--- config.mk ---
export PLATFORM = sky130hd
export DESIGN_NAME = dem_element_decoder
export DESIGN_NICKNAME = d
export VERILOG_FILES = /design/src/rtl/dem_element_decoder_pkg.sv /design/src/rtl/dem_popcount.sv /design/src/rtl/dem_element_decoder.sv
export SDC_FILE = /design/constraint.sdc
export NUM_CORES = 1
export LEC_CHECK = 0
export BUFFER_PORTS_ARGS = -buffer_cell sky130_fd_sc_hd__buf_2
export CAP_MARGIN = 15
export CORE_UTILIZATION = 45
export CTS_BUF_LIST = sky130_fd_sc_hd__clkbuf_2
export DETAILED_ROUTE_END_ITERATION = 8
export SYNTH_ARGS = -nofsm -noshare
export SYNTH_HDL_FRONTEND = slang
export SYNTH_SLANG_ARGS = --single-unit
--- constraint.sdc ---
create_clock -name clk -period 6 [get_ports clk]
set_input_delay 1.2 -clock clk [delete_from_list [all_inputs] [get_ports clk]]
set_output_delay 1.2 -clock clk [all_outputs]
set_load 0.01 [all_outputs]
--- src/rtl/dem_element_decoder_pkg.sv ---
// rtl/dem_element_decoder_pkg.sv - shared constants and FSM state type for the DEM element decoder
package dem_element_decoder_pkg;

   localparam int OUTPUT_WIDTH  = 3;
   localparam int MAX_LEVEL     = 7;
   localparam int DEM_NUM_ELEM  = MAX_LEVEL;
   localparam int DEM_CNT_WIDTH = 16;
   localparam int DEM_WINDOW    = 1024;

   typedef enum logic [1:0] {
      IDLE,
      ACCUM,
      DONE
   } dem_state_e;

endpackage

--- src/rtl/dem_popcount.sv ---
// rtl/dem_popcount.sv - combinational popcount of a unit-element select vector
module dem_popcount
   import dem_element_decoder_pkg::*;
#(
   parameter int NUM_ELEM   = DEM_NUM_ELEM,
   parameter int CODE_WIDTH = OUTPUT_WIDTH
) (
   input  logic [NUM_ELEM-1:0]   sel_i,
   output logic [CODE_WIDTH-1:0] code_o
);

   always_comb begin
      code_o = '0;
      for (int i = 0; i < NUM_ELEM; i++) begin
         code_o = code_o + CODE_WIDTH'(sel_i[i]);
      end
   end

endmodule

--- src/rtl/dem_element_decoder.sv ---
// rtl/dem_element_decoder.sv - DEM select decode/check with windowed per-element usage counters
// Optional max-min usage scan enabled by defining DEM_SPREAD_CHECK_EN.
module dem_element_decoder
   import dem_element_decoder_pkg::*;
#(
   parameter int CODE_WIDTH = OUTPUT_WIDTH,
   parameter int NUM_ELEM   = DEM_NUM_ELEM,
   parameter int CNT_WIDTH  = DEM_CNT_WIDTH,
   parameter int WINDOW     = DEM_WINDOW,
   localparam int IDX_WIDTH = $clog2(NUM_ELEM)
) (
   input  logic                  clk,
   input  logic                  rst_n,
   input  logic [NUM_ELEM-1:0]   sel_i,
   input  logic [CODE_WIDTH-1:0] ref_code_i,
   input  logic                  sel_valid_i,
   input  logic                  start_i,
   input  logic                  clear_i,
   output logic [CODE_WIDTH-1:0] code_o,
   output logic                  code_valid_o,
   output logic                  mismatch_o,
   output logic                  err_sticky_o,
   output logic                  done_o,
   input  logic                  rd_req_i,
   input  logic [IDX_WIDTH-1:0]  rd_idx_i,
   output logic [CNT_WIDTH-1:0]  rd_data_o,
   output logic                  rd_valid_o,
   output logic [CNT_WIDTH-1:0]  spread_o
);

   localparam int WIN_W = $clog2(WINDOW + 1);

   logic [NUM_ELEM-1:0]   s1_sel_q;
   logic [CODE_WIDTH-1:0] s1_ref_q;
   logic                  s1_valid_q;
   logic [CODE_WIDTH-1:0] pop_d;
   logic [CODE_WIDTH-1:0] code_q;
   logic                  code_valid_q;
   logic                  mismatch_q;
   logic                  err_q;

   dem_state_e            state_q;
   logic [WIN_W-1:0]      win_q;
   logic [CNT_WIDTH-1:0]  cnt_q [NUM_ELEM];
   logic                  win_last;

   logic                  rd_valid_q;
   logic [CNT_WIDTH-1:0]  rd_data_q;

   dem_popcount #(
      .NUM_ELEM   (NUM_ELEM),
      .CODE_WIDTH (CODE_WIDTH)
   ) u_popcount (
      .sel_i  (s1_sel_q),
      .code_o (pop_d)
   );

   // Decode pipeline runs in every state, independent of the window FSM.
   always_ff @(posedge clk or negedge rst_n) begin
      if (!rst_n) begin
         s1_sel_q     <= '0;
         s1_ref_q     <= '0;
         s1_valid_q   <= 1'b0;
         code_q       <= '0;
         code_valid_q <= 1'b0;
         mismatch_q   <= 1'b0;
         err_q        <= 1'b0;
      end else begin
         s1_sel_q     <= sel_i;
         s1_ref_q     <= ref_code_i;
         s1_valid_q   <= sel_valid_i;
         code_q       <= pop_d;
         code_valid_q <= s1_valid_q;
         mismatch_q   <= s1_valid_q && (pop_d != s1_ref_q);
         err_q        <= clear_i ? 1'b0 : (err_q | mismatch_q);
      end
   end

   assign win_last = (win_q == WIN_W'(WINDOW - 1));

   always_ff @(posedge clk or negedge rst_n) begin
      if (!rst_n) begin
         state_q <= IDLE;
         win_q   <= '0;
         for (int i = 0; i < NUM_ELEM; i++) cnt_q[i] <= '0;
      end else if (clear_i) begin
         state_q <= IDLE;
         win_q   <= '0;
         for (int i = 0; i < NUM_ELEM; i++) cnt_q[i] <= '0;
      end else begin
         case (state_q)
            IDLE: begin
               if (start_i) state_q <= ACCUM;
            end
            ACCUM: begin
               if (s1_valid_q) begin
                  for (int i = 0; i < NUM_ELEM; i++) begin
                     if (s1_sel_q[i] && (cnt_q[i] != {CNT_WIDTH{1'b1}})) begin
                        cnt_q[i] <= cnt_q[i] + CNT_WIDTH'(1);
                     end
                  end
                  win_q <= win_q + WIN_W'(1);
                  if (win_last) state_q <= DONE;
               end
            end
            DONE: begin
               state_q <= DONE;
            end
            default: state_q <= IDLE;
         endcase
      end
   end

   // Out-of-state or out-of-range reads still answer, with a zero count.
   always_ff @(posedge clk or negedge rst_n) begin
      if (!rst_n) begin
         rd_valid_q <= 1'b0;
         rd_data_q  <= '0;
      end else begin
         rd_valid_q <= rd_req_i;
         if (rd_req_i && (state_q == DONE) && (int'(rd_idx_i) < NUM_ELEM)) begin
            rd_data_q <= cnt_q[rd_idx_i];
         end else begin
            rd_data_q <= '0;
         end
      end
   end

`ifdef DEM_SPREAD_CHECK_EN
   logic                 enter_done;
   logic                 scan_busy_q;
   logic                 scan_fin_q;
   logic [IDX_WIDTH-1:0] scan_idx_q;
   logic [CNT_WIDTH-1:0] max_q;
   logic [CNT_WIDTH-1:0] min_q;
   logic [CNT_WIDTH-1:0] spread_q;

   assign enter_done = (state_q == ACCUM) && s1_valid_q && win_last && !clear_i;

   // One element per cycle, then one more cycle to form max-min.
   always_ff @(posedge clk or negedge rst_n) begin
      if (!rst_n) begin
         scan_busy_q <= 1'b0;
         scan_fin_q  <= 1'b0;
         scan_idx_q  <= '0;
         max_q       <= '0;
         min_q       <= '0;
         spread_q    <= '0;
      end else if (clear_i) begin
         scan_busy_q <= 1'b0;
         scan_fin_q  <= 1'b0;
         scan_idx_q  <= '0;
         max_q       <= '0;
         min_q       <= '0;
         spread_q    <= '0;
      end else if (enter_done) begin
         scan_busy_q <= 1'b1;
         scan_idx_q  <= '0;
         max_q       <= '0;
         min_q       <= {CNT_WIDTH{1'b1}};
      end else if (scan_busy_q) begin
         if (cnt_q[scan_idx_q] > max_q) max_q <= cnt_q[scan_idx_q];
         if (cnt_q[scan_idx_q] < min_q) min_q <= cnt_q[scan_idx_q];
         scan_idx_q <= scan_idx_q + IDX_WIDTH'(1);
         if (int'(scan_idx_q) == NUM_ELEM - 1) begin
            scan_busy_q <= 1'b0;
            scan_fin_q  <= 1'b1;
         end
      end else if (scan_fin_q) begin
         spread_q   <= max_q - min_q;
         scan_fin_q <= 1'b0;
      end
   end

   assign spread_o = spread_q;
`else
   assign spread_o = '0;
`endif

   assign code_o       = code_q;
   assign code_valid_o = code_valid_q;
   assign mismatch_o   = mismatch_q;
   assign err_sticky_o = err_q;
   assign done_o       = (state_q == DONE);
   assign rd_valid_o   = rd_valid_q;
   assign rd_data_o    = rd_data_q;

endmodule

==> insert_results.sql <==
INSERT INTO impl_metrics (metric_group, metric, value, unit) VALUES
('outcome', 'outcome', 'completed', ''),
('logic_synthesis', 'postSynthAreaPerCell', '9.99', 'um2'),
('floorplan', 'fp-row-count', '51', ''),
('routing', 'detail_route.drc_violations', '0', ''),
('global_routing', 'grt_first_pass_wirelength', '34100', 'um'),
('pwr', 'worst_ir_drop_vdd', '0.163', 'mV'),
('routing', 'vias_per_cell', '5.50', ''),
('pwr', 'finalPower', '2.13', 'mW'),
('logic_synthesis', 'synth_sequential_area_ratio', '44.7', '%'),
('logic_synthesis', 'post_synthesis_cell_count', '892', ''),
('placed_design', 'place_hpwl', '14900', 'um'),
('cts', 'cts-root-to-sink-buffers', '2', ''),
('logic_synthesis', 'synth.top_cells.by_area', 'sky130_fd_sc_hd__dfrtp_1 45%, sky130_fd_sc_hd__nor2_1 6.6%, sky130_fd_sc_hd__xnor2_1 5.3%', ''),
('worst_setup_path', 'path_common_cell', 'sky130_fd_sc_hd__fa_1', ''),
('floorplan', 'die_outline_area', '20400', 'um2'),
('routing', 'drt.antenna.violating_nets', '0', ''),
('placed_design', 'number_of_placed_instances_taps_included', '1160', ''),
('cts', 'cts_hold_repair.buffers', '0', ''),
('sta', 'worst_max_slew_pin_slew', '1.11', 'ns'),
('final_layout', 'final_layout_size_suffix_gt1_share', '13.5', '%'),
('floorplan', 'die_h', '143', 'um'),
('floorplan', 'io_pins', '59', ''),
('routing', 'drtPass1Iterations', '5', ''),
('final_layout', 'finalCoreUtilization', '49.0', '%'),
('cts', 'root_buffer', 'sky130_fd_sc_hd__clkbuf_2', ''),
('worst_setup_path', 'number_of_buffers_and_inverters_on_the_critical_path', '2', ''),
('logic_synthesis', 'synth_seq_cells', '159', ''),
('placed_design', 'detailed_place.area', '9200', 'um2'),
('logic_synthesis', 'yosysMostFrequentCell', 'sky130_fd_sc_hd__dfrtp_1', ''),
('floorplan', 'fp.coreArea', '19500', 'um2'),
('cts', 'cts_inserted_buffers', '17', ''),
('logic_synthesis', 'post-synth-top-area-cell', 'sky130_fd_sc_hd__dfrtp_1', ''),
('sta', 'fmax', '0.327', 'GHz'),
('floorplan', 'starting_density_of_the_core', '45.8', '%'),
('worst_setup_path', 'critical-path-slowest-cell', 'sky130_fd_sc_hd__fa_1', ''),
('min_path', 'hold_path_class', 'in2reg', ''),
('cts', 'clk_pin_slew', '0.24', 'ns'),
('cts', 'cts_max_level', '4', ''),
('worst_setup_path', 'critical_path.endpoint_type', 'flop', ''),
('routing', 'drt_iter0_drc', '585', ''),
('logic_synthesis', 'postSynth.asyncResetShare', '100', '%'),
('worst_setup_path', 'timing.critical_path.arrival', '3.71', 'ns'),
('final_layout', 'syn_to_final_growth', '7.05', '%'),
('logic_synthesis', 'post_synth_num_cell_types', '64', ''),
('pwr', 'switching_share', '27.6', '%'),
('global_routing', 'grt_usage', '22.2', '%'),
('logic_synthesis', 'synth_top_area_share', '44.7', '%'),
('sta', 'fin_setup_tns', '0', 'ns'),
('sta', 'report.final.setup_viol', '0', ''),
('floorplan', 'die_width', '143', 'um'),
('logic_synthesis', 'synth_ff_type', 'sky130_fd_sc_hd__dfrtp_1', ''),
('worst_setup_path', 'cp_max_fo', '3', ''),
('global_routing', 'largest_net_degree_at_the_start_of_global_routing', '105', ''),
('logic_synthesis', 'synth_warnings', '0', ''),
('worst_setup_path', 'worst_ep_required_time', '6.66', 'ns'),
('worst_setup_path', 'setup.worst_path.class', 'reg2reg', ''),
('pwr', 'p_per_area', '224', 'nW/um2'),
('routing', 'vias', '6576', ''),
('pwr', 'comb_power_share', '11.6', '%'),
('pwr', 'power.sequential.fraction', '53.2', '%'),
('pwr', 'clock_power_share', '35.2', '%'),
('cts', 'post_cts.resized_instances', '0', ''),
('cts', 'insertion_delay_to_the_later_sink_of_the_worst_skew_pair', '0.74', 'ns'),
('sta', 'hold_violations', '0', ''),
('pwr', 'power_switching', '0.588', 'mW'),
('pwr', 'power.leakage', '4.04', 'nW'),
('final_layout', 'finalNonFillerCells', '1195', ''),
('pwr', 'p_int', '1.55', 'mW'),
('global_routing', 'grt_antenna_before_repair', '2', ''),
('worst_setup_path', 'cp_cell_sequence', 'ha_1 > inv_1 > fa_1 > fa_1 > inv_1 > ha_1 > fa_1 > xor2_1 > xor2_1 > o31a_2', ''),
('cts', 'cts_tree', 'built', '');
cell families after synthesis:
logic type | share of synthesized area, %
DFF | 44.7
buffers and inverters | 4.31
adders and majority gates | 2.64
and+or+nand+nor | 23.8
other | 0.0421
AOI/OAI and AO/OA | 7.68
xor gates and xnor gates | 9.73
muxes | 7.19
per-layer routing:
metal  vias to the layer above  routed length [um]  track usage (%)
met5                         -                   0                0
met4                         0                 244             5.38
met3                        11                1020             4.19
met2                       147                9020             31.7
met1                      3237               10600             34.3
li1                       3181                   -                -
power groups by stage:
stage / sequential [mW] / clock (mW) / combinational, mW
after floorplan: 1.15 / 0 / 0.180
after global placement: 1.15 / 0 / 0.249
after detailed placement: 1.15 / 0 / 0.251
after CTS: 1.14 / 0.770 / 0.252
after global routing: 1.14 / 0.815 / 0.280
final: 1.14 / 0.752 / 0.247
per-stage QoR:
step                worst slack, ns  hold WS [ns]
finish                         2.95         0.539
global route                   2.86         0.436
CTS                            2.93         0.474
detailed placement             2.68         0.503
global placement               2.74         0.497
floorplan                      3.05         0.419
state kept, by name, indices dropped and copies added, names as in the netlist:
| signal | flops |
|---|---|
| cnt_q | 112 |
| s1_ref_q | 3 |
| win_q | 11 |
| mismatch_o | 1 |
| err_sticky_o | 1 |
| code_valid_o | 1 |
| s1_valid_q | 1 |
| rd_data_o | 16 |
| s1_sel_q | 7 |
| rd_valid_o | 1 |
| state_q | 2 |
| code_o | 3 |
area by class of cell:
cell class                      count  area (um2)  share of cell area [%]
Antenna cell                        3        7.51                  0.0787
Timing Repair Buffer               44         234                    2.45
Clock inverter                     14         240                    2.52
Tap cell                          265         332                    3.48
Multi-Input combinational cell    678        4600                    48.3
Inverter                           14        52.6                   0.551
Clock buffer                       18        90.1                   0.944
Sequential cell                   159        3980                    41.7
layout by cell type (no fill, tap or decap), drive strengths merged, types with 7 or more instances in the layout:
cell type | synthesis | final
a211oi | 23 | 23
a21oi | 41 | 41
and2 | 7 | 7
and3 | 28 | 28
and4 | 10 | 10
buf | 36 | 44
clkbuf | 20 | 18
conb | 1 | 16
dfrtp | 159 | 159
ha | 14 | 14
inv | 14 | 14
mux2i | 28 | 28
mux4 | 16 | 16
nand2 | 45 | 45
nand3 | 36 | 36
nand4 | 36 | 36
nor2 | 158 | 158
nor3 | 25 | 25
nor4 | 17 | 17
o2111ai | 8 | 8
o211ai | 9 | 9
o21ai | 13 | 13
or2 | 7 | 7
xnor2 | 54 | 54
xor2 | 45 | 45
worst paths after layout:
| check | slack, ns | depth (start not counted) | start | end |
|---|---|---|---|---|
| min in group asynchronous | 0.58 | 1 | rst_n | cnt_q[26] |
| max | 2.95 | 10 | s1_sel_q[0] | mismatch_o |
| min reg2reg | 0.54 | 2 | err_sticky_o | err_sticky_o |
| min | 0.54 | 1 | ref_code_i[2] | s1_ref_q[2] |
| max in group asynchronous | 4.13 | 2 | rst_n | cnt_q[68] |
| max reg2reg | 2.95 | 10 | s1_sel_q[0] | mismatch_o |
(Power assumes the default switching activity.)
